File: config.mk
export PLATFORM = sky130hd
export DESIGN_NAME = i2s_receiver
export DESIGN_NICKNAME = d
export VERILOG_FILES = /design/src/rtl/synth_pkg.sv /design/src/rtl/sync_edge.sv /design/src/rtl/i2s_receiver.sv
export SDC_FILE = /design/constraint.sdc
export NUM_CORES = 1
export LEC_CHECK = 0
export ABC_CLOCK_PERIOD_IN_PS = 4700
export CAP_MARGIN = 20
export CORE_UTILIZATION = 65
export CTS_CLUSTER_SIZE = 24
export DETAILED_ROUTE_END_ITERATION = 7
export DONT_BUFFER_PORTS = 1
export PLACE_DENSITY = 0.8
export SYNTH_ARGS = -nofsm -noshare
export SYNTH_HDL_FRONTEND = slang
export SYNTH_SLANG_ARGS = --single-unit
File: constraint.sdc
create_clock -name clk -period 4.7 [get_ports clk]
set_input_delay 0.94 -clock clk [delete_from_list [all_inputs] [get_ports clk]]
set_output_delay 0.94 -clock clk [all_outputs]
set_load 0.05 [all_outputs]
File: src/rtl/synth_pkg.sv
`default_nettype none
// +----------------------------------------------------------------------------+
// | synth_pkg : types and constants shared by the I2S transmitter and receiver |
// | Revision  : 1.0                                                            |
// +----------------------------------------------------------------------------+
package synth_pkg;

  typedef enum logic [1:0] {
    HUNT  = 2'd0,
    LEFT  = 2'd1,
    RIGHT = 2'd2
  } i2s_rx_state_t;

  localparam logic WS_LEFT  = 1'b0;
  localparam logic WS_RIGHT = 1'b1;

endpackage
`default_nettype wire

File: src/rtl/sync_edge.sv
`default_nettype none
// +----------------------------------------------------------------------------+
// | sync_edge : N-stage synchronizer with a registered rising-edge strobe      |
// | Revision  : 1.0                                                            |
// +----------------------------------------------------------------------------+
module sync_edge #(
  parameter int STAGES = 2
) (
  input  logic clk,
  input  logic rst,
  input  logic d,
  output logic rise
);

  logic [STAGES-1:0] sync_q;
  logic              last_q;
  logic              rise_q;

  always_ff @(posedge clk or negedge rst) begin
    if (!rst) begin
      sync_q <= '0;
      last_q <= 1'b0;
      rise_q <= 1'b0;
    end else begin
      sync_q[0] <= d;
      for (int i = 1; i < STAGES; i++) begin
        sync_q[i] <= sync_q[i-1];
      end
      last_q <= sync_q[STAGES-1];
      rise_q <= sync_q[STAGES-1] & ~last_q;
    end
  end

  assign rise = rise_q;

endmodule
`default_nettype wire

File: src/rtl/i2s_receiver.sv
`default_nettype none
// +----------------------------------------------------------------------------+
// | i2s_receiver : I2S serial-to-parallel stereo receiver with framing checks  |
// | Revision     : 1.0                                                         |
// +----------------------------------------------------------------------------+
module i2s_receiver
  import synth_pkg::*;
#(
  parameter int NUM_BITS    = 24,
  parameter int SLOT_BITS   = 32,
  parameter int SYNC_STAGES = 2
) (
  input  logic                clk,
  input  logic                rst,
  input  logic                s_clk,
  input  logic                word_select,
  input  logic                serial_data,
  output logic [NUM_BITS-1:0] left_out,
  output logic [NUM_BITS-1:0] right_out,
  output logic                sample_valid,
  input  logic                sample_ready,
  output logic                frame_err,
  output logic                overrun
);

  localparam int                  POS_W      = $clog2(2*SLOT_BITS+1);
  localparam logic [POS_W-1:0]    POS_MAX    = POS_W'(2*SLOT_BITS);
  localparam logic [POS_W-1:0]    POS_PRE    = POS_W'(2*SLOT_BITS-1);
  localparam logic [POS_W-1:0]    SLOT_LEN   = POS_W'(SLOT_BITS);
  localparam logic [NUM_BITS-1:0] MSB_MASK   = NUM_BITS'(1) << (NUM_BITS-1);

  logic [SYNC_STAGES-1:0] ws_sync_q;
  logic [SYNC_STAGES-1:0] sd_sync_q;
  logic                   ws_al_q;
  logic                   sd_al_q;
  logic                   w_bit_pos;

  logic                   ws_prev_q;
  logic                   ws_d_q;
  logic [POS_W-1:0]       pos_q;
  logic [POS_W-1:0]       pos_d;
  logic [NUM_BITS-1:0]    shreg_q;
  logic [NUM_BITS-1:0]    shreg_d;
  logic [NUM_BITS-1:0]    mask_q;
  logic [NUM_BITS-1:0]    mask_d;
  logic [NUM_BITS-1:0]    left_pend_q;
  logic                   bad_q;
  i2s_rx_state_t          state_q;

  logic [NUM_BITS-1:0]    left_q;
  logic [NUM_BITS-1:0]    right_q;
  logic                   valid_q;
  logic                   frame_err_q;
  logic                   overrun_q;

  logic                   w_ws_d;
  logic                   w_change;
  logic                   w_len_ok;
  logic                   w_stuck;

  sync_edge #(
    .STAGES (SYNC_STAGES)
  ) u_sclk_sync (
    .clk  (clk),
    .rst  (rst),
    .d    (s_clk),
    .rise (w_bit_pos)
  );

  // One extra register on WS/SD matches the strobe's edge-detect stage.
  always_ff @(posedge clk or negedge rst) begin
    if (!rst) begin
      ws_sync_q <= '0;
      sd_sync_q <= '0;
      ws_al_q   <= 1'b0;
      sd_al_q   <= 1'b0;
    end else begin
      ws_sync_q[0] <= word_select;
      sd_sync_q[0] <= serial_data;
      for (int i = 1; i < SYNC_STAGES; i++) begin
        ws_sync_q[i] <= ws_sync_q[i-1];
        sd_sync_q[i] <= sd_sync_q[i-1];
      end
      ws_al_q <= ws_sync_q[SYNC_STAGES-1];
      sd_al_q <= sd_sync_q[SYNC_STAGES-1];
    end
  end

  assign w_ws_d   = ws_prev_q;
  assign w_change = w_bit_pos & (w_ws_d != ws_d_q);
  assign w_len_ok = (pos_q == SLOT_LEN);
  assign w_stuck  = w_bit_pos & ~w_change & (pos_q == POS_PRE);

  // Slot capture: a one-hot mask walks from MSB to LSB; once it empties the
  // remaining slot bits are ignored and unfilled LSBs stay zero.
  always_comb begin
    pos_d   = pos_q;
    shreg_d = shreg_q;
    mask_d  = mask_q;
    if (w_change) begin
      pos_d   = POS_W'(1);
      shreg_d = sd_al_q ? MSB_MASK : '0;
      mask_d  = MSB_MASK >> 1;
    end else if (w_bit_pos) begin
      pos_d   = (pos_q == POS_MAX) ? pos_q : pos_q + POS_W'(1);
      shreg_d = shreg_q | (sd_al_q ? mask_q : '0);
      mask_d  = mask_q >> 1;
    end
  end

  always_ff @(posedge clk or negedge rst) begin
    if (!rst) begin
      ws_prev_q   <= 1'b0;
      ws_d_q      <= 1'b0;
      pos_q       <= '0;
      shreg_q     <= '0;
      mask_q      <= '0;
      left_pend_q <= '0;
      bad_q       <= 1'b0;
      state_q     <= HUNT;
      left_q      <= '0;
      right_q     <= '0;
      valid_q     <= 1'b0;
      frame_err_q <= 1'b0;
      overrun_q   <= 1'b0;
    end else begin
      frame_err_q <= 1'b0;
      overrun_q   <= 1'b0;
      if (valid_q && sample_ready) begin
        valid_q <= 1'b0;
      end
      pos_q   <= pos_d;
      shreg_q <= shreg_d;
      mask_q  <= mask_d;
      if (w_bit_pos) begin
        ws_prev_q <= ws_al_q;
        ws_d_q    <= w_ws_d;
      end

      case (state_q)
        HUNT: begin
          if (w_change && w_ws_d == WS_LEFT) begin
            state_q <= LEFT;
            bad_q   <= 1'b0;
          end
        end
        LEFT: begin
          if (w_change && w_ws_d == WS_RIGHT) begin
            left_pend_q <= shreg_q;
            bad_q       <= ~w_len_ok;
            state_q     <= RIGHT;
          end
        end
        RIGHT: begin
          if (w_change && w_ws_d == WS_LEFT) begin
            state_q <= LEFT;
            bad_q   <= 1'b0;
            if (bad_q || !w_len_ok) begin
              frame_err_q <= 1'b1;
            end else if (!valid_q || sample_ready) begin
              left_q  <= left_pend_q;
              right_q <= shreg_q;
              valid_q <= 1'b1;
            end else begin
              overrun_q <= 1'b1;
            end
          end
        end
        default: state_q <= HUNT;
      endcase

      if (w_stuck) begin
        frame_err_q <= 1'b1;
        state_q     <= HUNT;
      end
    end
  end

  assign left_out     = left_q;
  assign right_out    = right_q;
  assign sample_valid = valid_q;
  assign frame_err    = frame_err_q;
  assign overrun      = overrun_q;

endmodule
`default_nettype wire

**After elaboration in Yosys (flattened, before gate mapping)**

Index checks and enable logic that the tools add are counted.

- Flip-flop bits (word level): 145
- Output and inout port bits: 51

- $add $sub $neg: 1
- Equal/unequal tests: 11
- Multiplexer cells: 29
- Bitwise operators: 10
- Reductions and logical operators: 16

Operator list:

| kind | count |
|---|---|
| 24-bit 2-to-1 mux | 6 |
| 24-bit OR | 1 |
| 7-bit 2-to-1 mux | 3 |
| 1-bit 2-to-1 mux | 15 |
| 7-bit by 6-bit == test with 1-bit output (second input constant) | 2 |
| 7-bit by 1-bit adder with 7-bit output (second input constant) | 1 |
| 7-bit == test (second input constant) | 1 |
| 2-bit 2-to-1 mux | 3 |
| 2-bit AND reduction | 3 |
| 1-bit NOT | 5 |
| 1-bit AND | 4 |
| 2-bit inequality test (second input constant) | 2 |
| 2-bit one-hot mux with 2 select lines | 1 |
| 4-bit AND reduction | 1 |
| 2-bit nonzero test | 2 |
| 1-bit logical AND | 3 |
| 3-bit by 1-bit inequality test with 1-bit output (second input constant) | 1 |
| 3-bit inequality test (second input constant) | 1 |
| 3-bit AND reduction | 1 |
| 2-bit by 1-bit == test with 1-bit output (second input constant) | 1 |
| 2-bit == test (second input constant) | 1 |
| 1-bit zero test | 2 |
| 2-bit zero test | 1 |
| 1-bit logical OR | 2 |
| other kinds (4) | 4 |

**Longest topological paths before layout**

Gate-level depths: netlist (run 1).

- Depth after elaboration: 7
- Mapped depth: 8
- Mapped depth without buffers: 6

**By module**

Synthesis (run 1) repeated with hierarchy kept, for this count alone.

- Cell total of the unflattened synthesis: 404
- Area, all modules: 5590.4 um^2

By module, submodules not included:

| module | instances | cells an instance | area each (um^2) | seq. area each (um^2) |
|---|---|---|---|---|
| i2s_receiver | 1 | 399 | 5476.5 | 3503.4 |
| sync_edge | 1 | 5 | 113.9 | 100.1 |

**Worst setup path before layout (run 1)**

No wires, ideal clock.

- Path type: register to register
- From: register pos_q[0]
- To: register left_q[10] (netlist: left_out[10])
- Setup time: 0.125 ns
- Data arrival time: 2.070 ns
- Required time: 4.575 ns
- Path slack: 2.505 ns
- Cell stages (with the launch flop): 9
- Buffers on the path: 2
- Clock period less this slack: 2.195 ns
- Path through: dfrtp_1 > inv_1 > ha_1 > or4b_4 > nor3_2 > and4_4 > buf_12 > buf_12 > mux2_4

- Word-level cells in the longest chain between the ends: 5

Ends and longest elaborated chain:

| what | RTL line | text |
|---|---|---|
| from (decl) | i2s_receiver.sv:40 | `logic [POS_W-1:0] pos_q;` |
| from (signal assigned) | i2s_receiver.sv:132 | `pos_q <= pos_d;` |
| 7-bit by 6-bit == test with 1-bit output | i2s_receiver.sv:91 | `assign w_len_ok = (pos_q == SLOT_LEN);` |
| 1-bit zero test | i2s_receiver.sv:158 | `if (bad_q \|\| !w_len_ok) begin` |
| 1-bit logical OR | i2s_receiver.sv:158 |  |
| 1-bit NOT (no line) | n/a |  |
| 4-bit AND reduction (no line) | n/a |  |
| to (signal assigned) | i2s_receiver.sv:161 | `left_q <= left_pend_q;` |
| to (decl) | i2s_receiver.sv:50 | `logic [NUM_BITS-1:0] left_q;` |

No other way between the ends.
A chain may end at the register's enable or synchronous reset.

**Final worst setup path (run 1)**

- From: register u_sclk_sync.rise_q (netlist: u_sclk_sync.rise)
- To: register right_q[2] (netlist: right_out[2])

- Word-level cells in the longest chain between the ends: 3

Ends and longest elaborated chain:

| what | RTL line | text |
|---|---|---|
| from (decl) | sync_edge.sv:17 | `logic rise_q;` |
| from (signal assigned) | sync_edge.sv:30 | `rise_q <= sync_q[STAGES-1] & ~last_q;` |
| 1-bit AND | i2s_receiver.sv:90 | `assign w_change = w_bit_pos & (w_ws_d != ws_d_q);` |
| 1-bit logical AND | i2s_receiver.sv:155 | `if (w_change && w_ws_d == WS_LEFT) begin` |
| 4-bit AND reduction (no line) | n/a |  |
| to (signal assigned) | i2s_receiver.sv:162 | `right_q <= shreg_q;` |
| to (decl) | i2s_receiver.sv:51 | `logic [NUM_BITS-1:0] right_q;` |

No other way between the ends.

==> key figures, run 1 <==
Status
  – Status: complete, no violations

Setup path
  – R2r startpoint: u_sclk_sync.rise
  – RR Endpoint: right_out[2]
  – R2R depth: 5
  – R2r setup slk: around 1.8 ns
  – Worst Setup EP: right_out[2]
  – CP Capture Type: flip-flop
  – Critical path class: flip-flop to flip-flop
  – Crit start category: flip-flop
  – Arr. time, crit path: 3.30 ns
  – Crit Path Max Fanout: 48
  – CP startpoint: u_sclk_sync.rise
  – Required @ worst endpoint: roughly 5 ns

Global route
  – Vias in the first global route: around 3300
  – First-pass GRT wire length: 16.1 mm
  – Initial antenna violation count: 0
  – Gr ovfl total: 0
  – Gr usage total: 0.242
  – Largest net degree at the start of global routing: around 150

Timing
  – Final Cycle Share: 0.616
  – Final Hold Vio Count: 0
  – Slew headroom: 0.405
  – Min Tclk post-route: a little under 3 ns
  – RSZ-0062 raised after global routing: no
  – Slew Viols, Final: 0
  – Slew @ Worst Pin: a little under 0.9 ns
  – Skew final: around 0.0060 ns
  – Worst hold slack: 0.116 ns
  – Final setup TNS: 0 ns
  – # setup viols final: 0
  – FMAX: 345 MHz

Power and ir drop
  – Max rail drop VDD: around 0.31 mV
  – Leakage: 2.96 nW
  – PD cells: ~460 nW/um^2
  – Total power: around 2.8 mW

Detailed routing
  – Vias per cell: 6.11
  – Iteration-0 DRC Markers: 190
  – Routed wire length: approximately 9.7 mm
  – Routed Antenna Nets: 0
  – DR vias: between 3000 and 4000
  – Drt wl/cell: 18.8 microns
  – First-pass detailed-route iteration total: 4
  – DRC Markers: 0

Synth
  – Syn nets: 406
  – Synth unique cells: 41
  – Top cell type's share of synthesized area: 0.648
  – Area contributors post-synth: dfrtp_1 (65%), mux2_2 (11%), mux2_4 (5.4%)
  – Post-synth top area cell: dfrtp_1
  – Avg Cell Area, Syn: 14.0 sq um
  – Gate count of the mapped netlist: 398
  – Ys Warns: 0
  – #FFs+latches synth: about 140
  – Cell Area, Synth: 5560 sq um
  – Seq/Total Area, Yosys: 0.648

Clocking
  – H-tree depth: 4
  – Post-CTS Hold Fix Bufs: 0
  – Cts repair resizes: 0
  – Clock tree buffer depth: 2
  – Clock Sinks: around 140
  – CTS clock-pin slew for the worst setup and hold paths: about 0.060 ns
  – CTS tree: done
  – Later-pin clock latency in the skew report: approximately 0.52 ns
  – Clock root buffer master: clkbuf_8
  – CTS buffer count: 17
  – Postcts setup bufs: 0

Layout
  – P&R area growth vs syn: 11.3%
  – FF/Latch Area: 3600 sq um
  – Footprint of the multi-input gates: around 1800 sq um
  – Cell area after layout: slightly above 6000 sq um
  – Post-layout util: 0.750
  – # fillers: between 400 and 500
  – Layout cells sized above 1: 0.272
  – Ant diodes: 0
  – # nets final: 406

Place
  – IO buf count: 0
  – Dpl cell area: 5590 sq um
  – RD Place Congestion: 0.840
  – DP HPWL: between 5 and 6 mm

Die
  – Die area: roughly 8900 sq um
  – Boundary pin count: 57
  – Die height: between 90 and 100 microns
  – Initial core utilization: 0.673
  – Rows: 33
  – Core Area: a little over 8000 sq um
  – DIE WIDTH: ~95 microns

Hold path
  – Worst Hold Class: primary input to async pin

Run
  – Maxcap violations: 0
==> cell usage after synthesis <==
| cell type | number |
|---|---|
| a211oi_1 | 1 |
| a21oi_1 | 23 |
| a22o_1 | 2 |
| a311oi_1 | 1 |
| a31oi_1 | 1 |
| and2_1 | 1 |
| and3_1 | 2 |
| and4_1 | 1 |
| and4_4 | 1 |
| buf_1 | 2 |
| buf_12 | 3 |
| buf_2 | 4 |
| buf_4 | 2 |
| clkbuf_1 | 12 |
| dfrtp_1 | 144 |
| ha_1 | 2 |
| inv_1 | 5 |
| inv_2 | 1 |
| mux2_2 | 53 |
| mux2_4 | 20 |
| mux2i_1 | 1 |
| nand2_1 | 30 |
| nand2b_1 | 3 |
| nand3_1 | 3 |
| nand3b_1 | 1 |
| nand4_1 | 2 |
| nand4b_1 | 1 |
| nor2_1 | 28 |
| nor2b_1 | 3 |
| nor3_2 | 1 |
| nor4_2 | 2 |
| o2111ai_1 | 1 |
| o21a_1 | 1 |
| o21ai_0 | 10 |
| o22ai_1 | 2 |
| o2bb2ai_1 | 22 |
| o31ai_1 | 1 |
| or3b_2 | 1 |
| or4b_4 | 1 |
| xnor2_1 | 1 |
| xor2_1 | 2 |
==> final cells by class <==
| cell class | count | area share |
|---|---|---|
| clock buffers | 23 | 0.0738 |
| flip-flops and latches | 144 | 0.582 |
| well taps | 105 | 0.0212 |
| inverters | 6 | 0.00364 |
| clock inverters | 6 | 0.0214 |
| multi-input cells | 225 | 0.292 |
| repair buffers | 4 | 0.00606 |
==> through the flow <==
stage / setup WS [ns] / std cells
global placement: 1.99 / 483
floorplan: 2.51 / 398
CTS: 1.81 / 512
detailed placement: 1.85 / 483
finish: 1.80 / 513
global route: 1.59 / 513
==> state kept, by name, indices dropped and copies added, names as in the netlist, 2 cells and up <==
signal              cells
state_q                 2
left_out               24
mask_q                 23
u_sclk_sync.sync_q      2
right_out              24
sd_sync_q               2
shreg_q                24
ws_sync_q               2
pos_q                   7
left_pend_q            24
==> worst max-delay path, cell delays in order (launching register included) <==
cell and delay, ns:
dfrtp_1 0.32, buf_4 0.33, inv_2 0.30, nor4_2 0.51, and4_4 0.83, mux2_2 0.42
==> layout by cell type, fill, tap and decap left out, drive strengths merged, types with 6 or more instances in the layout <==
| cell | Yosys | final |
|---|---|---|
| nor2 | 28 | 28 |
| mux2 | 73 | 73 |
| a21oi | 23 | 23 |
| clkbuf | 12 | 23 |
| o21ai | 10 | 10 |
| nand2 | 30 | 30 |
| dfrtp | 144 | 144 |
| o2bb2ai | 22 | 22 |
| inv | 6 | 6 |
==> per-layer routing <==
metal | share of wire | wire [microns] | GRT usage
met4 | 0.020 | 197 | 0.0985
met5 | 0 | 0 | 0
met2 | 0.51 | 4930 | 0.397
met3 | 0.046 | 442 | 0.0668
met1 | 0.42 | 4090 | 0.306
==> power by group <==
| group | switching [mW] | internal [mW] | total (mW) |
|---|---|---|---|
| Clock | 0.457 | 0.880 | 1.34 |
| Sequential | 0.0527 | 1.29 | 1.34 |
| Combinational | 0.0822 | 0.0553 | 0.137 |
| Total | 0.592 | 2.23 | 2.82 |
==> kinds of logic (layout without fill, tap and decap cells) <==
kind of cell,Yosys count,in the layout,synth area share
compound gates,65,65,0.0781
xor+xnor,3,3,0.00473
buf+inv,29,39,0.0306
mux,74,74,0.163
simple gates,81,81,0.0711
flops,144,144,0.648
fa+ha+maj,2,2,0.00450
==> how the worst min path moves through the flow <==
| stage | startpoint | to | slack, ns | depth (start not counted) |
|---|---|---|---|---|
| after floorplan | sd_sync_q[1] | sd_al_q | 0.33 | 0 |
| after global placement | u_sclk_sync.sync_q[0] | u_sclk_sync.sync_q[1] | 0.33 | 0 |
| after detailed placement | ws_sync_q[1] | ws_al_q | 0.33 | 0 |
| after CTS | rst | left_out[16] | 0.10 | 0 |
| after global routing | rst | left_out[16] | 0.1 | 0 |
| final | rst | left_out[15] | 0.12 | 0 |
No activity file was read; power rests on OpenSTA's default activity.
==> inputs of run 2 (changes only) <==
--- a/config.mk
+++ b/config.mk
@@ -5,13 +5,13 @@
 export SDC_FILE = /design/constraint.sdc
 export NUM_CORES = 1
 export LEC_CHECK = 0
-export ABC_CLOCK_PERIOD_IN_PS = 4700
+export ABC_CLOCK_PERIOD_IN_PS = 3030
 export CAP_MARGIN = 20
-export CORE_UTILIZATION = 65
+export CORE_UTILIZATION = 62
 export CTS_CLUSTER_SIZE = 24
 export DETAILED_ROUTE_END_ITERATION = 7
 export DONT_BUFFER_PORTS = 1
-export PLACE_DENSITY = 0.8
+export PLACE_DENSITY = 0.77
 export SYNTH_ARGS = -nofsm -noshare
 export SYNTH_HDL_FRONTEND = slang
 export SYNTH_SLANG_ARGS = --single-unit
==> constraint.sdc (replaced) <==
create_clock -name clk -period 3.03 [get_ports clk]
set_input_delay 0.606 -clock clk [delete_from_list [all_inputs] [get_ports clk]]
set_output_delay 0.606 -clock clk [all_outputs]
set_load 0.05 [all_outputs]
==> key figures, run 2 (synthesized netlist as in run 1, its figures left out) <==
Setup path
  – Required @ worst endpoint: 3.43 ns (-1.67 ns)
  – Critical path class: flip-flop to flip-flop
  – Max stage delay on crit path: 0.47 ns (-0.36 ns)
  – Critical-path cell list: inv_1 -> ha_1 -> or4b_4 -> nor3_2 -> and4_4 -> buf_12 -> mux2_2
  – Arr. time, crit path: 3.02 ns (-0.28 ns)
  – Crit start category: flip-flop
  – Crit Path Max Fanout: 33 (-31%)
  – CP Capture Type: flip-flop
  – Crit path buf inv count: 2 (unchanged)
  – Delay-heaviest family, CP: simple AND/OR/NAND/NOR gates
  – R2r setup slk: 0.41 ns (-1.39 ns)
  – Slowest CP cell: or4b_4

Timing
  – # setup viols final: 0 (unchanged)
  – Final WS setup: 0.413 ns (-1.39 ns)
  – Final setup TNS: 0 ns (unchanged)
  – Skew final: 0.00870 ns (+0.00268 ns)
  – Slew Viols, Final: 0 (unchanged)
  – RSZ-0062 raised after global routing: no
  – Min Tclk post-route: 2.62 ns (-0.280 ns)
  – FMAX: 382 MHz (+11%)
  – Final Cycle Share: 0.864 (+0.247)
  – Slew headroom: 0.399 (-0.00571)
  – Final Hold Vio Count: 144 (+144)
  – Worst hold slack: -0.220 ns (-0.336 ns)
  – Slew @ Worst Pin: 0.901 ns (+0.00856 ns)

Die
  – Die height: 96.7 microns (+2.3%)
  – DIE WIDTH: 96.7 microns (+2.3%)
  – Core Area: 8720 sq um (+5.6%)
  – Rows: 34 (+3.0%)
  – Die area: 9350 sq um (+4.7%)
  – Boundary pin count: 57 (unchanged)
  – Initial core utilization: 0.638 (-0.0358)

Clocking
  – Cts repair resizes: 0 (unchanged)
  – Postcts setup bufs: 0 (unchanged)
  – CTS buffer count: 17 (unchanged)
  – CTS clock-pin slew for the worst setup and hold paths: 0.06 ns (about the same)
  – Clock tree buffer depth: 2 (unchanged)
  – Later-pin clock latency in the skew report: 0.52 ns (about the same)
  – H-tree depth: 4 (unchanged)
  – Clock root buffer master: clkbuf_8
  – Clock Sinks: 144 (unchanged)
  – CTS tree: done

Detailed routing
  – DRC Markers: 0 (unchanged)
  – Routed wire length: 9.63 mm (-0.28%)
  – Vias per cell: 5.93 (-2.9%)
  – First-pass detailed-route iteration total: 4 (unchanged)
  – Drt wl/cell: 18.5 microns (-1.6%)
  – Routed Antenna Nets: 0 (unchanged)
  – DR vias: 3086 (-1.6%)
  – Iteration-0 DRC Markers: 194 (+2.1%)

Power and ir drop
  – Leakage: 2.95 nW (-0.33%)
  – Max rail drop VDD: 0.488 mV (+56%)
  – PD cells: 676 nW/um^2 (+48%)
  – Total power: 4.17 mW (+48%)

Layout
  – Ant diodes: 0 (unchanged)
  – P&R area growth vs syn: 11.0%
  – Post-layout util: 0.708 (-0.0421)
  – # nets final: 408 (+0.49%)
  – Most frequent cells in the layout: dfrtp_1 (144), mux2_2 (53), nand2_1 (30)
  – Commonest non-fill, non-tap cell in the layout: dfrtp_1
  – Layout cells sized above 1: 0.289 (+0.0168)

Place
  – RD Place Congestion: 0.735 (-13%)
  – Pre-CTS WS: 0.441 ns (-1.41 ns)
  – IO buf count: 0 (unchanged)
  – DP HPWL: 5.67 mm (+4.6%)

Status
  – Status: complete, but fails checks
  – Violated checks: hold timing

Global route
  – Largest net degree at the start of global routing: 145 (unchanged)
  – Gr usage total: 0.231 (-0.0107)
  – Gr ovfl total: 0 (unchanged)
  – Initial antenna violation count: 0 (unchanged)
  – First-pass GRT wire length: 17.0 mm (+5.7%)
  – Vias in the first global route: 3302 (+0.33%)

Run
  – Maxcap violations: 0 (unchanged)

Hold path
  – Worst Hold Class: primary input to async pin
run 2: changes by cell type in the layout (fill, tap and decap cells not counted):
cell,delta
clkbuf_1,-4
bufinv_16,-3
clkbuf_8,+1
clkinvlp_4,+3
buf_4,+2
buf_8,-1
clkinv_2,+5
buf_12,+1
run 2: power by group:
group | switching [mW] | internal (mW)
clock network | 0.751 | 1.14
logic | 0.121 | 0.0800
registers | 0.0798 | 2.00
total | 0.951 | 3.22
run 2: through the flow:
stage / instance area, sq um / hold WS (ns) / cells
CTS: 6170 / -0.243 / 520
global placement: 5630 / 0.315 / 489
global route: 6170 / -0.246 / 520
detailed placement: 5630 / 0.314 / 489
floorplan: 5560 / 0.310 / 398
finish: 6170 / -0.220 / 520
run 2: layout make-up:
| class | instances | area [sq um] |
|---|---|---|
| sequential | 144 | 3600 |
| fill | 574 | 2550 |
| timing repair buffer | 6 | 57.6 |
| clock buffer | 20 | 455 |
| inverter | 6 | 22.5 |
| clock inverter | 11 | 90.1 |
| tap | 108 | 135 |
| multi-input combinational | 225 | 1810 |
run 2: routing by layer:
layer,GRT usage,wire (microns)
met3,0.0665,366
met4,0.102,183
met1,0.306,4340
met5,0,0
met2,0.359,4740
run 2: path summary, 6_finish.rpt:
check | endpoint | start | cells after the start
min in group clk | ws_sync_q[0] | word_select | 0
worst min register to register | ws_al_q | ws_sync_q[1] | 0
max in group asynchronous | shreg_q[8] | rst | 0
worst max-delay path | left_out[4] | pos_q[0] | 7
worst min-delay path | right_out[17] | rst | 0
worst max register to register | left_out[4] | pos_q[0] | 7
==> inputs of run 3 (changes only) <==
--- a/config.mk
+++ b/config.mk
@@ -5,13 +5,14 @@
 export SDC_FILE = /design/constraint.sdc
 export NUM_CORES = 1
 export LEC_CHECK = 0
+export ABC_AREA = 1
 export ABC_CLOCK_PERIOD_IN_PS = 3030
 export CAP_MARGIN = 20
-export CORE_UTILIZATION = 62
+export CORE_UTILIZATION = 63
 export CTS_CLUSTER_SIZE = 24
 export DETAILED_ROUTE_END_ITERATION = 7
 export DONT_BUFFER_PORTS = 1
-export PLACE_DENSITY = 0.77
+export PLACE_DENSITY = 0.78
 export SYNTH_ARGS = -nofsm -noshare
 export SYNTH_HDL_FRONTEND = slang
 export SYNTH_SLANG_ARGS = --single-unit
==> key figures, run 3 <==
Setup path
  – Critical-path cell list: inv_1 -> nor2_1 -> nor2_1 -> nand4_2 -> buf_4 -> nand2_1 -> nand2_1
  – Critical path class: flip-flop to flip-flop
  – Crit start category: flip-flop
  – Max stage delay on crit path: 0.63 ns (+0.16 ns)
  – Arr. time, crit path: 2.47 ns (-0.55 ns)
  – CP Capture Type: flip-flop
  – Crit Path Max Fanout: 36 (+9.1%)
  – Slowest CP cell: dfrtp_1
  – Required @ worst endpoint: 3.49 ns (+0.06 ns)

Clocking
  – H-tree depth: 4 (unchanged)
  – CTS tree: done
  – Cts repair resizes: 0 (unchanged)
  – CTS clock-pin slew for the worst setup and hold paths: 0.06 ns (about the same)
  – Postcts setup bufs: 0 (unchanged)
  – Clock tree buffer depth: 2 (unchanged)
  – Later-pin clock latency in the skew report: 0.53 ns (about the same)
  – Clock Sinks: 144 (unchanged)
  – Clock root buffer master: clkbuf_8
  – CTS buffer count: 17 (unchanged)

Layout
  – P&R area growth vs syn: 10.6%
  – Commonest non-fill, non-tap cell in the layout: nand2_1
  – Layout cells sized above 1: 0.0810 (-0.208)
  – Most frequent cells in the layout: nand2_1 (185), dfrtp_1 (144), inv_1 (85)
  – Ant diodes: 0 (unchanged)
  – Post-layout util: 0.729 (+0.0213)
  – # nets final: 625 (+53%)

Timing
  – RSZ-0062 raised after global routing: no
  – Skew final: 0.0113 ns (+0.00262 ns)
  – FMAX: 497 MHz (+30%)
  – Slew Viols, Final: 0 (unchanged)
  – Worst hold slack: -0.228 ns (-0.00795 ns)
  – Slew @ Worst Pin: 0.786 ns (-0.115 ns)
  – Final Cycle Share: 0.664 (-0.200)
  – Slew headroom: 0.475 (+0.0754)
  – Final setup TNS: 0 ns (unchanged)
  – Min Tclk post-route: 2.01 ns (-0.605 ns)
  – # setup viols final: 0 (unchanged)
  – Final Hold Vio Count: 144 (unchanged)

Synth
  – Cell Area, Synth: 5800 sq um (+4.4%)
  – EDFF count, synth: 0 (unchanged)
  – Ys Warns: 0 (unchanged)
  – Syn nets: 636 (+57%)
  – Most common cell in the netlist: nand2_1
  – Synth async-reset ratio: 1.00 (unchanged)
  – Seq/Total Area, Yosys: 0.621 (-0.0271)
  – Area contributors post-synth: dfrtp_1 (62%), nand2_1 (12%), inv_1 (5.5%)
  – Top cell type's share of synthesized area: 0.621 (-0.0271)
  – Post-synth top area cell: dfrtp_1
  – #FFs+latches synth: 144 (unchanged)
  – Synth unique cells: 23 (-44%)
  – Top cells by count, synth: nand2_1 (185), dfrtp_1 (144), inv_1 (85)
  – Most used flip-flop cell after synthesis: dfrtp_1
  – Avg Cell Area, Syn: 9.24 sq um (-34%)
  – Gate count of the mapped netlist: 628 (+58%)

Power and ir drop
  – PD cells: 708 nW/um^2 (+4.7%)
  – Max rail drop VDD: 0.387 mV (-21%)
  – Total power: 4.54 mW (+8.9%)
  – Leakage: 3.35 nW (+13%)

Global route
  – Largest net degree at the start of global routing: 145 (unchanged)
  – Vias in the first global route: 4053 (+23%)
  – Gr usage total: 0.268 (+0.0367)
  – First-pass GRT wire length: 20.0 mm (+18%)
  – Initial antenna violation count: 0 (unchanged)
  – Gr ovfl total: 0 (unchanged)

Status
  – Violated checks: DRC, hold timing
  – Status: complete, but fails checks

Die
  – DIE WIDTH: 98.0 microns (+1.3%)
  – Die height: 98.0 microns (+1.3%)
  – Rows: 34 (unchanged)
  – Core Area: 8810 sq um (+0.98%)
  – Boundary pin count: 57 (unchanged)
  – Die area: 9600 sq um (+2.7%)
  – Initial core utilization: 0.659 (+0.0214)

Place
  – IO buf count: 0 (unchanged)
  – DP HPWL: 7.29 mm (+29%)
  – RD Place Congestion: 0.789 (+7.4%)

Detailed routing
  – DR vias: 4233 (+37%)
  – First-pass detailed-route iteration total: 7 (+3)
  – Routed wire length: 11.9 mm (+23%)
  – Vias per cell: 5.74 (-3.4%)
  – DRC Markers: 7 (+7)
  – Drt wl/cell: 16.1 microns (-13%)
  – Routed Antenna Nets: 0 (unchanged)
  – Iteration-0 DRC Markers: 301 (+55%)

Hold path
  – Worst Hold Class: primary input to async pin

Run
  – Maxcap violations: 0 (unchanged)
[run 3: cell types whose count changed after synthesis, sizes merged, moves of 22 or more]
cell | previous run | this run
inv | 6 | 90
nand4 | 2 | 50
o2bb2ai | 22 | 0
mux2 | 73 | 0
o21ai | 10 | 55
nand2 | 30 | 185
[run 3: power breakdown]
part	leakage [nW]	internal [mW]	switching, mW
Combinational	1.08	0.0978	0.175
Sequential	1.97	2.02	0.0944
Clock	0.293	1.32	0.835
Total	3.35	3.44	1.10
[run 3: cell families (layout without fill, tap and decap cells)]
| family | Yosys count | in the layout | synth area share |
|---|---|---|---|
| and+or+nand+nor | 271 | 271 | 0.203 |
| DFF | 144 | 144 | 0.621 |
| buffers and inverters | 129 | 131 | 0.0946 |
| AOI/OAI and AO/OA | 81 | 81 | 0.0754 |
| adders and majority gates | 2 | 2 | 0.00431 |
| xor gates and xnor gates | 1 | 1 | 0.00151 |
[run 3: worst max-delay path: cells and delay by family (launching register included)]
| family | cells | cell delay, ns |
|---|---|---|
| AND/OR/NAND/NOR | 5 | 0.82 |
| buffers and inverters | 2 | 0.49 |
| flip-flops | 1 | 0.63 |
[run 3: cell type report]
cell class	instances	area, sq um
sequential	144	3600
fill	621	2390
multi-input combinational	355	1660
clock buffer	19	442
inverter	90	338
clock inverter	13	174
tap	108	135
timing repair buffer	9	67.6
[run 3: final timing paths]
| check | end | from | cells past startpoint | slack (ns) |
|---|---|---|---|---|
| max reg2reg | left_out[8] | sample_valid | 7 | 1.02 |
| max | left_out[8] | sample_valid | 7 | 1.02 |
| min reg2reg | ws_sync_q[1] | ws_sync_q[0] | 0 | 0.35 |
| min in group clk | ws_sync_q[0] | word_select | 0 | 0.10 |
| min | pos_q[5] | rst | 0 | -0.23 |
| max in group asynchronous | shreg_q[13] | rst | 0 | 3.07 |
[run 3: stage by stage]
| stage | instances | worst slack (ns) | area (sq um) |
|---|---|---|---|
| 6_report | 738 | 1.02 | 6420 |
| 5_1_grt | 738 | 0.824 | 6420 |
| 4_1_cts | 738 | 1.01 | 6420 |
| 3_5_place_dp | 706 | 1.03 | 5800 |
| 3_3_place_gp | 706 | 1.08 | 5800 |
| 2_1_floorplan | 628 | 1.60 | 5800 |
[run 3: metal layers]
| layer | part of all wire | vias to the layer above | global-route usage | wire (microns) |
|---|---|---|---|---|
| li1 | - | 1992 | - | - |
| met1 | 0.45 | 2045 | 0.394 | 5380 |
| met2 | 0.46 | 177 | 0.386 | 5440 |
| met3 | 0.071 | 19 | 0.0651 | 837 |
| met4 | 0.016 | 0 | 0.111 | 194 |
| met5 | 0 | - | 0 | 0 |
==> variant: new RTL, settings of run 2 <==
Set the parameter `NUM_BITS` to 12 (it was 24).
--- a/src/rtl/i2s_receiver.sv
+++ b/src/rtl/i2s_receiver.sv
@@ -6,7 +6,7 @@
 module i2s_receiver
   import synth_pkg::*;
 #(
-  parameter int NUM_BITS    = 24,
+  parameter int NUM_BITS    = 12,
   parameter int SLOT_BITS   = 32,
   parameter int SYNC_STAGES = 2
 ) (
Ports: changed (resized left_out and right_out); port bits go from 57 to 33. No check against the original RTL was run, so the function may have changed too.
==> variant against run 2 <==
  * Clock power down 56%
  * Final area down 41%
  * Sequential share of layout area is 0.82 points lower
  * Wire length is 43% lower
  * Area after synthesis fell by 40%
  * Power shrank 42%
  * Sequential cell count shrank 60
  * Setup slack gained 0.36 ns
  * Critical path type unchanged
  * Critical endpoint is now right_out[3]$_DFFE_PN0P_
  * Highest routed layer unchanged
==> variant: results (changes against run 2) <==
| Metric | Value |
|---|---|
| Status | complete, no violations |
| First-pass GRT wire length | 8790 µm (-48%) |
| Drt total wl | 5460 µm (-43%) |
| Synth top area cells | dfrtp_1 (63%), mux2_4 (9.0%), mux2_2 (5.7%), o2bb2ai_1 (2.9%), nand2_1 (2.1%) |
| R2r endpoint | right_out[3]$_DFFE_PN0P_ |
| Final std cells w/o fill | 327 (-37%) |
| Clk_lat worst skew | 0.35 ns (-0.17 ns) |
| Pin count of the biggest net entering global routing | 85 (-41%) |
| DR vias | 1922 (-38%) |
| Htree depth | 3 (-1) |
| Layout cells sized above 1 | 24.9% (-4.0 points) |
| Post-Syn Nets | 253 (-38%) |
| GR Layer Usage met1 | 29.8% (-0.83 points) |
| Worst IR Drop VDD | 0.657 mV (+35%) |
| Inst Count DP | 310 (-37%) |
| Hold Path Class | in -> async |
| Seq/Total Area, Yosys | 62.9% (-1.9 points) |
| Top post-synthesis cells by count | dfrtp_1 (84), mux2_4 (20), nand2_1 (19), mux2_2 (17), nor2_1 (15) |
| Nets | 260 (-36%) |
| Slew @ Worst Pin | 0.513 ns (-0.389 ns) |
| Arrival @ worst endpoint | 2.49 ns (-0.53 ns) |
| Iter 0 DRT Violations | 136 (-30%) |
| Yosys cell types | 40 (-2.4%) |
| Skew final | 0.00753 ns (-0.00118 ns) |
| Sw Share | 25.1% (+2.3 points) |
| Synthesized area per cell | 13.6 µm² (-2.3%) |
| R2R setup slack | 0.77 ns (+0.36 ns) |
| Post-placement cell area | 3400 µm² (-40%) |
| Post-DP HPWL | 3390 µm (-40%) |
| M2 GR Usage | 31.9% (-4.0 points) |
| CTS Buf Count | 9 (-8) |
| Tcrit/Tclk final | 74.5% (-12 points) |
| Total GRT Usage | 21.9% (-1.2 points) |
## variant: cell count changes after synthesis, moves of 10 or more
cell / before / now
dfrtp_1: 144 / 84
o2bb2ai_1: 22 / 11
nor2_1: 28 / 15
a21oi_1: 23 / 13
nand2_1: 30 / 19
mux2_2: 53 / 17
## variant: power by group through the flow
stage / Sequential [mW] / Clock (mW) / Combinational [mW]
after floorplan: 1.32 / 0 / 0.183
after global placement: 1.35 / 0 / 0.213
after detailed placement: 1.36 / 0 / 0.222
after CTS: 1.34 / 0.860 / 0.248
after global routing: 1.36 / 0.898 / 0.279
final: 1.34 / 0.840 / 0.244
## variant: cell type report
| type | instances | area (µm²) |
|---|---|---|
| clock buffer | 13 | 179 |
| clock inverter | 3 | 42.5 |
| fill | 371 | 1490 |
| inverter | 6 | 22.5 |
| multi-input combinational | 143 | 1140 |
| sequential | 84 | 2100 |
| tap | 70 | 87.6 |
| timing repair buffer | 8 | 80.1 |
## variant: worst max-delay path by stage
stage	to	cells past startpoint
detailed placement	right_out[1]$_DFFE_PN0P_	7
global placement	right_out[1]$_DFFE_PN0P_	7
floorplan	left_out[0]$_DFFE_PN0P_	8
CTS	right_out[0]$_DFFE_PN0P_	7
global route	right_out[0]$_DFFE_PN0P_	7
finish	right_out[3]$_DFFE_PN0P_	7
## variant: metal layers
layer / vias to the layer above / routed length, µm
li1: 881 / -
met4: 0 / 139
met2: 47 / 2450
met5: - / 0
met3: 12 / 261
met1: 982 / 2600
## variant: kinds of logic after synthesis
family | share of synthesized area (%)
adder cells (fa/ha/maj) | 0.748
multiplexers | 15.0
XOR/XNOR | 0.786
AND/OR/NAND/NOR | 8.87
AO/OA/AOI/OAI | 8.46
buffers and inverters | 3.26
flip-flops | 62.9
